`src/rtl/deser_pkg.sv`:
```
// Shared definitions for the left-shift deserializer: FSM state encoding and
// the bit_count width helper.
package deser_pkg;

  localparam logic [1:0] ST_COLLECT = 2'd0;
  localparam logic [1:0] ST_PARITY  = 2'd1;
  localparam logic [1:0] ST_HOLD    = 2'd2;

  // bit_count must be able to hold the value SIZE, not just SIZE-1.
  function automatic int cnt_w(input int size);
    return $clog2(size + 1);
  endfunction

endpackage

```
`src/rtl/left_shift_deserializer_ctrl_if.sv`:
```
// Serial-in / word-out handshake bundle for left_shift_deserializer_ctrl.
// master = producer/consumer side, slave = deserializer side.
interface left_shift_deserializer_ctrl_if #(
  parameter int SIZE = 8
);
  localparam int CW = deser_pkg::cnt_w(SIZE);

  logic            flush;
  logic            bit_in;
  logic            bit_valid;
  logic            bit_ready;
  logic [SIZE-1:0] word_out;
  logic            word_valid;
  logic            word_ready;
  logic [CW-1:0]   bit_count;
  logic            parity_error;

  modport master (
    output flush, bit_in, bit_valid, word_ready,
    input  bit_ready, word_out, word_valid, bit_count, parity_error
  );

  modport slave (
    input  flush, bit_in, bit_valid, word_ready,
    output bit_ready, word_out, word_valid, bit_count, parity_error
  );
endinterface

```
`src/rtl/left_shift_register_base.sv`:
```
// Generic left-shift register: new bit enters at bit 0, MSB-first input ends
// up in out[SIZE-1] after SIZE shifts.
module left_shift_register_base #(
  parameter int SIZE = 8
) (
  input  logic            in,
  input  logic            clk,
  input  logic            enable,
  input  logic            reset,
  output logic [SIZE-1:0] out
);

  always_ff @(posedge clk) begin
    if (reset)       out <= '0;
    else if (enable) out <= {out[SIZE-2:0], in};
  end

endmodule

```
`src/rtl/left_shift_deserializer_ctrl.sv`:
```
// Serial-to-parallel deserializer with COLLECT/PARITY/HOLD control.
// Define DESER_PARITY_EN to compile in even-parity checking of a trailing bit.
module left_shift_deserializer_ctrl
  import deser_pkg::*;
#(
  parameter int SIZE = 8
) (
  input logic                     clk,
  input logic                     reset,
  left_shift_deserializer_ctrl_if.slave bus
);

  localparam int CW = cnt_w(SIZE);

  logic [1:0]      r_state;
  logic [CW-1:0]   r_count;
  logic [SIZE-1:0] w_word;
  logic            w_accept;
  logic            w_data_acc;
  logic            w_clr;
  logic            w_last;

  assign w_clr      = reset | bus.flush;
  assign w_accept   = bus.bit_valid & bus.bit_ready;
  assign w_data_acc = w_accept & (r_state == ST_COLLECT) & ~w_clr;
  assign w_last     = (r_count == CW'(SIZE - 1));

  assign bus.bit_ready  = (r_state != ST_HOLD);
  assign bus.word_valid = (r_state == ST_HOLD);
  assign bus.word_out   = w_word;
  assign bus.bit_count  = r_count;

  left_shift_register_base #(.SIZE(SIZE)) u_sreg (
    .in     (bus.bit_in),
    .clk    (clk),
    .enable (w_data_acc),
    .reset  (w_clr),
    .out    (w_word)
  );

  always_ff @(posedge clk) begin
    if (reset || bus.flush) begin
      r_state <= ST_COLLECT;
      r_count <= '0;
    end else begin
      case (r_state)
        ST_COLLECT: begin
          if (w_accept) begin
            r_count <= r_count + CW'(1);
`ifdef DESER_PARITY_EN
            if (w_last) r_state <= ST_PARITY;
`else
            if (w_last) r_state <= ST_HOLD;
`endif
          end
        end
`ifdef DESER_PARITY_EN
        ST_PARITY: if (w_accept) r_state <= ST_HOLD;
`endif
        ST_HOLD: begin
          if (bus.word_ready) begin
            r_count <= '0;
            r_state <= ST_COLLECT;
          end
        end
        default: r_state <= ST_COLLECT;
      endcase
    end
  end

`ifdef DESER_PARITY_EN
  logic r_perr;

  // Flush leaves the flag alone; only reset clears it.
  always_ff @(posedge clk) begin
    if (reset)
      r_perr <= 1'b0;
    else if (!bus.flush && r_state == ST_PARITY && w_accept)
      r_perr <= (^w_word) ^ bus.bit_in;
  end

  assign bus.parity_error = r_perr;
`else
  assign bus.parity_error = 1'b0;
`endif

endmodule

```
`src/flat_wrapper.sv`:
```
// flat-port wrapper written by rule: the top's interface ports become plain ports
module left_shift_deserializer_ctrl_flat import deser_pkg::*;
#(
  parameter int SIZE = 8
)
  (clk, reset, bus_flush, bus_bit_in, bus_bit_valid, bus_word_ready, bus_bit_ready, bus_word_out, bus_word_valid, bus_bit_count, bus_parity_error);
  left_shift_deserializer_ctrl_if #(.SIZE(SIZE)) bus_i ();
  input logic clk;
  input logic reset;
  input wire logic [$bits(bus_i.flush)-1:0] bus_flush;
  input wire logic [$bits(bus_i.bit_in)-1:0] bus_bit_in;
  input wire logic [$bits(bus_i.bit_valid)-1:0] bus_bit_valid;
  input wire logic [$bits(bus_i.word_ready)-1:0] bus_word_ready;
  output wire logic [$bits(bus_i.bit_ready)-1:0] bus_bit_ready;
  output wire logic [$bits(bus_i.word_out)-1:0] bus_word_out;
  output wire logic [$bits(bus_i.word_valid)-1:0] bus_word_valid;
  output wire logic [$bits(bus_i.bit_count)-1:0] bus_bit_count;
  output wire logic [$bits(bus_i.parity_error)-1:0] bus_parity_error;
  assign bus_i.flush = bus_flush;
  assign bus_i.bit_in = bus_bit_in;
  assign bus_i.bit_valid = bus_bit_valid;
  assign bus_i.word_ready = bus_word_ready;
  assign bus_bit_ready = bus_i.bit_ready;
  assign bus_word_out = bus_i.word_out;
  assign bus_word_valid = bus_i.word_valid;
  assign bus_bit_count = bus_i.bit_count;
  assign bus_parity_error = bus_i.parity_error;
  left_shift_deserializer_ctrl #(.SIZE(SIZE)) u_core (.clk(clk), .reset(reset), .bus(bus_i));
endmodule
```
`config.mk`:
```
export PLATFORM = sky130hd
export DESIGN_NAME = left_shift_deserializer_ctrl_flat
export DESIGN_NICKNAME = d
export VERILOG_FILES = /design/src/rtl/deser_pkg.sv /design/src/rtl/left_shift_deserializer_ctrl_if.sv /design/src/rtl/left_shift_register_base.sv /design/src/rtl/left_shift_deserializer_ctrl.sv /design/src/flat_wrapper.sv
export SDC_FILE = /design/constraint.sdc
export NUM_CORES = 1
export LEC_CHECK = 0
export CAP_MARGIN = 20
export CORE_AREA = 2 2 39 41
export DETAILED_ROUTE_END_ITERATION = 7
export DIE_AREA = 0 0 41 43
export DONT_BUFFER_PORTS = 1
export PLACE_DENSITY = 0.55
export SLEW_MARGIN = 30
export SYNTH_ARGS = -nofsm -noshare
export SYNTH_HDL_FRONTEND = slang
export SYNTH_SLANG_ARGS = --single-unit
```
`constraint.sdc`:
```
create_clock -name clk -period 1.5 [get_ports clk]
set_clock_uncertainty 0.2 [all_clocks]
set_input_delay 0.3 -clock clk [delete_from_list [all_inputs] [get_ports clk]]
set_output_delay 0.3 -clock clk [all_outputs]
set_load 0.03 [all_outputs]
```
==> results of run 1 <==
-- cell type report --
cell class / instances / area, sq um / share of cell area [%]
Timing Repair Buffer: 6 / 47.5 / 7.80
Inverter: 2 / 7.51 / 1.23
Multi-Input combinational cell: 49 / 246 / 40.5
Tap cell: 16 / 20.0 / 3.29
Sequential cell: 13 / 262 / 42.9
Clock buffer: 4 / 26.3 / 4.31
-- per-stage QoR --
| stage | util [%] | worst slack, ps |
|---|---|---|
| floorplan | - | 72.5 |
| global placement | 41.3 | 213 |
| detailed placement | 41.3 | 182 |
| CTS | 43.9 | 11.5 |
| global route | 44.0 | 46.2 |
| finish | 44.0 | 96.2 |
-- flip-flops by register name (all words and copies together), names as in the netlist --
register,count
u_core.r_state,1
u_core.u_sreg.out,8
u_core.bus.bit_count,4
-- repair_timing --
item / in CTS / in global routing
setup buffers: 0 / 0
endpoints found under the setup margin: 0 / 1
hold buffers: 1 / 0
gates resized for setup: 0 / 1
hold endpoints to repair: 1 / 0
-- layer usage --
| metal | wire length [um] | track usage (%) |
|---|---|---|
| met1 | 477 | 18.4 |
| met2 | 426 | 16.6 |
| met3 | 73 | 3.66 |
| met5 | 0 | 0 |
| met4 | 39 | 14.0 |
-- power breakdown --
| part | internal [uW] | total (uW) | switching, uW | leakage [uW] |
|---|---|---|---|---|
| clock network | 103 | 217 | 114 | 0.0000150 |
| registers | 347 | 352 | 4.38 | 0.000105 |
| logic | 9.49 | 32.9 | 23.5 | 0.0000964 |
| total | 460 | 602 | 142 | 0.000217 |
-- worst max-delay path, cell delays in order (launching register included) --
cell,delay (ps)
sky130_fd_sc_hd__dfxtp_2,390
sky130_fd_sc_hd__inv_1,70
sky130_fd_sc_hd__buf_4,160
-- layout by cell type, fill, tap and decap left out --
cell type                        n
sky130_fd_sc_hd__a211oi_1        1
sky130_fd_sc_hd__a21oi_1        11
sky130_fd_sc_hd__a31oi_1         2
sky130_fd_sc_hd__and2b_1         1
sky130_fd_sc_hd__and3b_2         1
sky130_fd_sc_hd__buf_4           5
sky130_fd_sc_hd__clkbuf_1        1
sky130_fd_sc_hd__clkbuf_4        3
sky130_fd_sc_hd__conb_1          1
sky130_fd_sc_hd__dfxtp_1        12
sky130_fd_sc_hd__dfxtp_2         1
sky130_fd_sc_hd__dlygate4sd3_1   1
sky130_fd_sc_hd__ha_1            1
sky130_fd_sc_hd__inv_1           2
sky130_fd_sc_hd__nand2_1        19
sky130_fd_sc_hd__nand2b_1        2
sky130_fd_sc_hd__nand3_1         3
sky130_fd_sc_hd__nand4_1         1
sky130_fd_sc_hd__nor2_1          3
sky130_fd_sc_hd__nor2b_2         1
sky130_fd_sc_hd__or2_2           1
sky130_fd_sc_hd__or3_1           1
-- cells by family (layout without fill, tap and decap cells) --
group | after synthesis | in the layout
flip-flops | 13 | 13
adder cells (fa/ha/maj) | 1 | 1
buffers and inverters | 6 | 12
other | 1 | 1
AND/OR/NAND/NOR | 33 | 33
AO/OA/AOI/OAI | 14 | 14
-- worst paths after layout --
check / start / end / slack (ps)
min: bus_word_ready / u_core.bus.bit_count[1] / 50
max reg2reg: u_core.bus.bit_count[0] / u_core.r_state[1] / 220
max: u_core.r_state[1] / bus_bit_ready / 100
min reg2reg: u_core.u_sreg.out[7] / u_core.u_sreg.out[7] / 410
==> flow_results.org, run 1 <==
** Synthesis
- Synthesis warning total :: 0
- Library cell occupying the most area in the post-synthesis netlist :: sky130_fd_sc_hd__dfxtp_1
- Post-Synthesis Mean Instance Area :: 7.99 sq um
- Seq cells post-synth :: 13
- Number of synthesized flops with an enable pin :: 0
- The synthesized netlist devotes 28.6% of its cell area to simple gates.
- Synth async-reset ratio :: 0%
- Top-area cell type share of the netlist area :: 47.9%
- Cell types with the highest counts after synthesis :: sky130_fd_sc_hd__nand2_1 (19), sky130_fd_sc_hd__dfxtp_1 (13), sky130_fd_sc_hd__a21oi_1 (11), sky130_fd_sc_hd__nand3_1 (3), sky130_fd_sc_hd__nor2_1 (3)
- Library cells used by synthesis :: 20
- Mux share of post-synthesis cell area :: 0%
- The synthesized netlist occupies a cell area of 543 sq um.
- Synthesis produced 68 cells.
- Xor-xnor portion of the synthesized cell area :: 0%
- Main combinational cell family by area after synthesis :: simple AND/OR/NAND/NOR gates
- The most common cell in the synthesized netlist is sky130_fd_sc_hd__nand2_1.
- When the netlist entered floorplanning its net count stood at 75.
- Summing the sequential cell areas from Yosys gives 47.9% of the chip area.
- The most used flip-flop cell after synthesis is sky130_fd_sc_hd__dfxtp_1.
- Adder-Cell Fraction of Synth Area :: 2.30%
- Fraction of the mapped netlist area in compound gates :: 13.8%
- Top post-synthesis cells by area :: sky130_fd_sc_hd__dfxtp_1 (48%), sky130_fd_sc_hd__nand2_1 (13%), sky130_fd_sc_hd__a21oi_1 (10%)

** Clocking
- Clock-pin slew on the worst setup and hold paths :: 80 ps
- CTS tree :: done
- CTS built an H-tree with a depth of 1.
- The clock passes through at most 2 buffers.
- CTS buffer count :: 3
- TritonCTS sink count :: 13
- Root buf cell :: sky130_fd_sc_hd__clkbuf_4
- The later pin in the worst-skew pair is clocked with a latency of 280 ps.

** Finish
- The repair_antennas step left the layout with diodes totalling 0.
- Layout overhead on the synthesized area :: 12.2%
- Final net count :: 82
- Fill cells in the final layout number 147.
- Share of final-layout standard cells stronger than drive strength 1 :: 16.2%
- The finished layout holds 90 standard cells, fillers aside.
- Post-route cell area :: 609 sq um

** STA
- Setup repair after global routing left no endpoint under its margin.
- The final critical path takes up 93.6% of the cycle.
- Setup violations remaining at the end of the flow were counted as 0.
- TNS Setup :: 0 ps
- Final Hold Viols :: 0
- Based on the critical path, the design can be clocked at up to 712 MHz.
- Number of max-slew violations in the final report :: 0
- On the final layout, the worst hold slack is 54.5 ps.
- Fin crit period :: 1400 ps

** Global route
- Global routing consumed, over all layers together, 13.8% of the routing resources.
- Maximum number of pins on one net before global-route repair :: 14
- After global routing the overflow that remains totals 0.
- The first global-routing pass estimated 1570 um of wire.
- The initial antenna violation count is 0.
- The via count of the first global-routing pass came to 356.

** Worst setup path
- In this run the worst path has a maximum fanout of 8.
- The worst setup path is of the reg -> out kind.
- The worst setup path is captured at an output pin.
- Counting cells, the worst reg-to-reg path comes to 4.
- Startpoint class of the critical path :: flop
- CP arrival :: 900 ps
- Data on the critical path is required at its endpoint by 1000 ps.

** Routing
- For this run, design rule violations remaining after detail routing come to 0.
- Summing over every cut layer, the via total after detailed routing is 456.
- The first routing iteration left 14 violations.
- The routed design has 1020 um of wire.
- Once detail routing completed, the nets flagged for antenna violations numbered 0.
- 1st-pass router iterations :: 4
- Via-per-instance ratio :: 5.07
- DR WL/cell :: 11.3 um

** Die
- Die boundary width :: 41 um
- The floorplan has 14 rows.
- In this run the vertical extent of the chip is 43 um.
- Core ar. :: 1380 sq um
- Initial standard-cell utilization of the core :: 39.2%
- Number of placed I/O pins :: 21
- The floorplan step defined a die boundary enclosing 1760 sq um.

** Hold path
- Path category of the worst min-delay check :: in -> reg
- The worst hold path was traced through 3 stages.

** Outcome
- The run finished with clean final reports.

** Place
- After legalization and detailed placement, the total HPWL measured 712 um.
- Cell Area, Placed :: 572 sq um
- Final RePlAce weighted congestion :: 0.779
- Placed instance count :: 85
- PortBufs :: 0

** Run
- Max-capacitance violation count :: 0

** Power
- Worst vdd rail ir drop :: 439 uV
- After layout, the design draws a total of 602 uW.
- Pleak :: 0.000217 uW
- Power spread over the standard cell area amounts to 988 nW/um^2.
(Power assumes the default switching activity.)
==> run 2: changes to the inputs <==
Settings changed: CAP_MARGIN 20 to default.
==> results of run 2 <==
The final DEF is identical to that of run 1; final timing and power are the same.
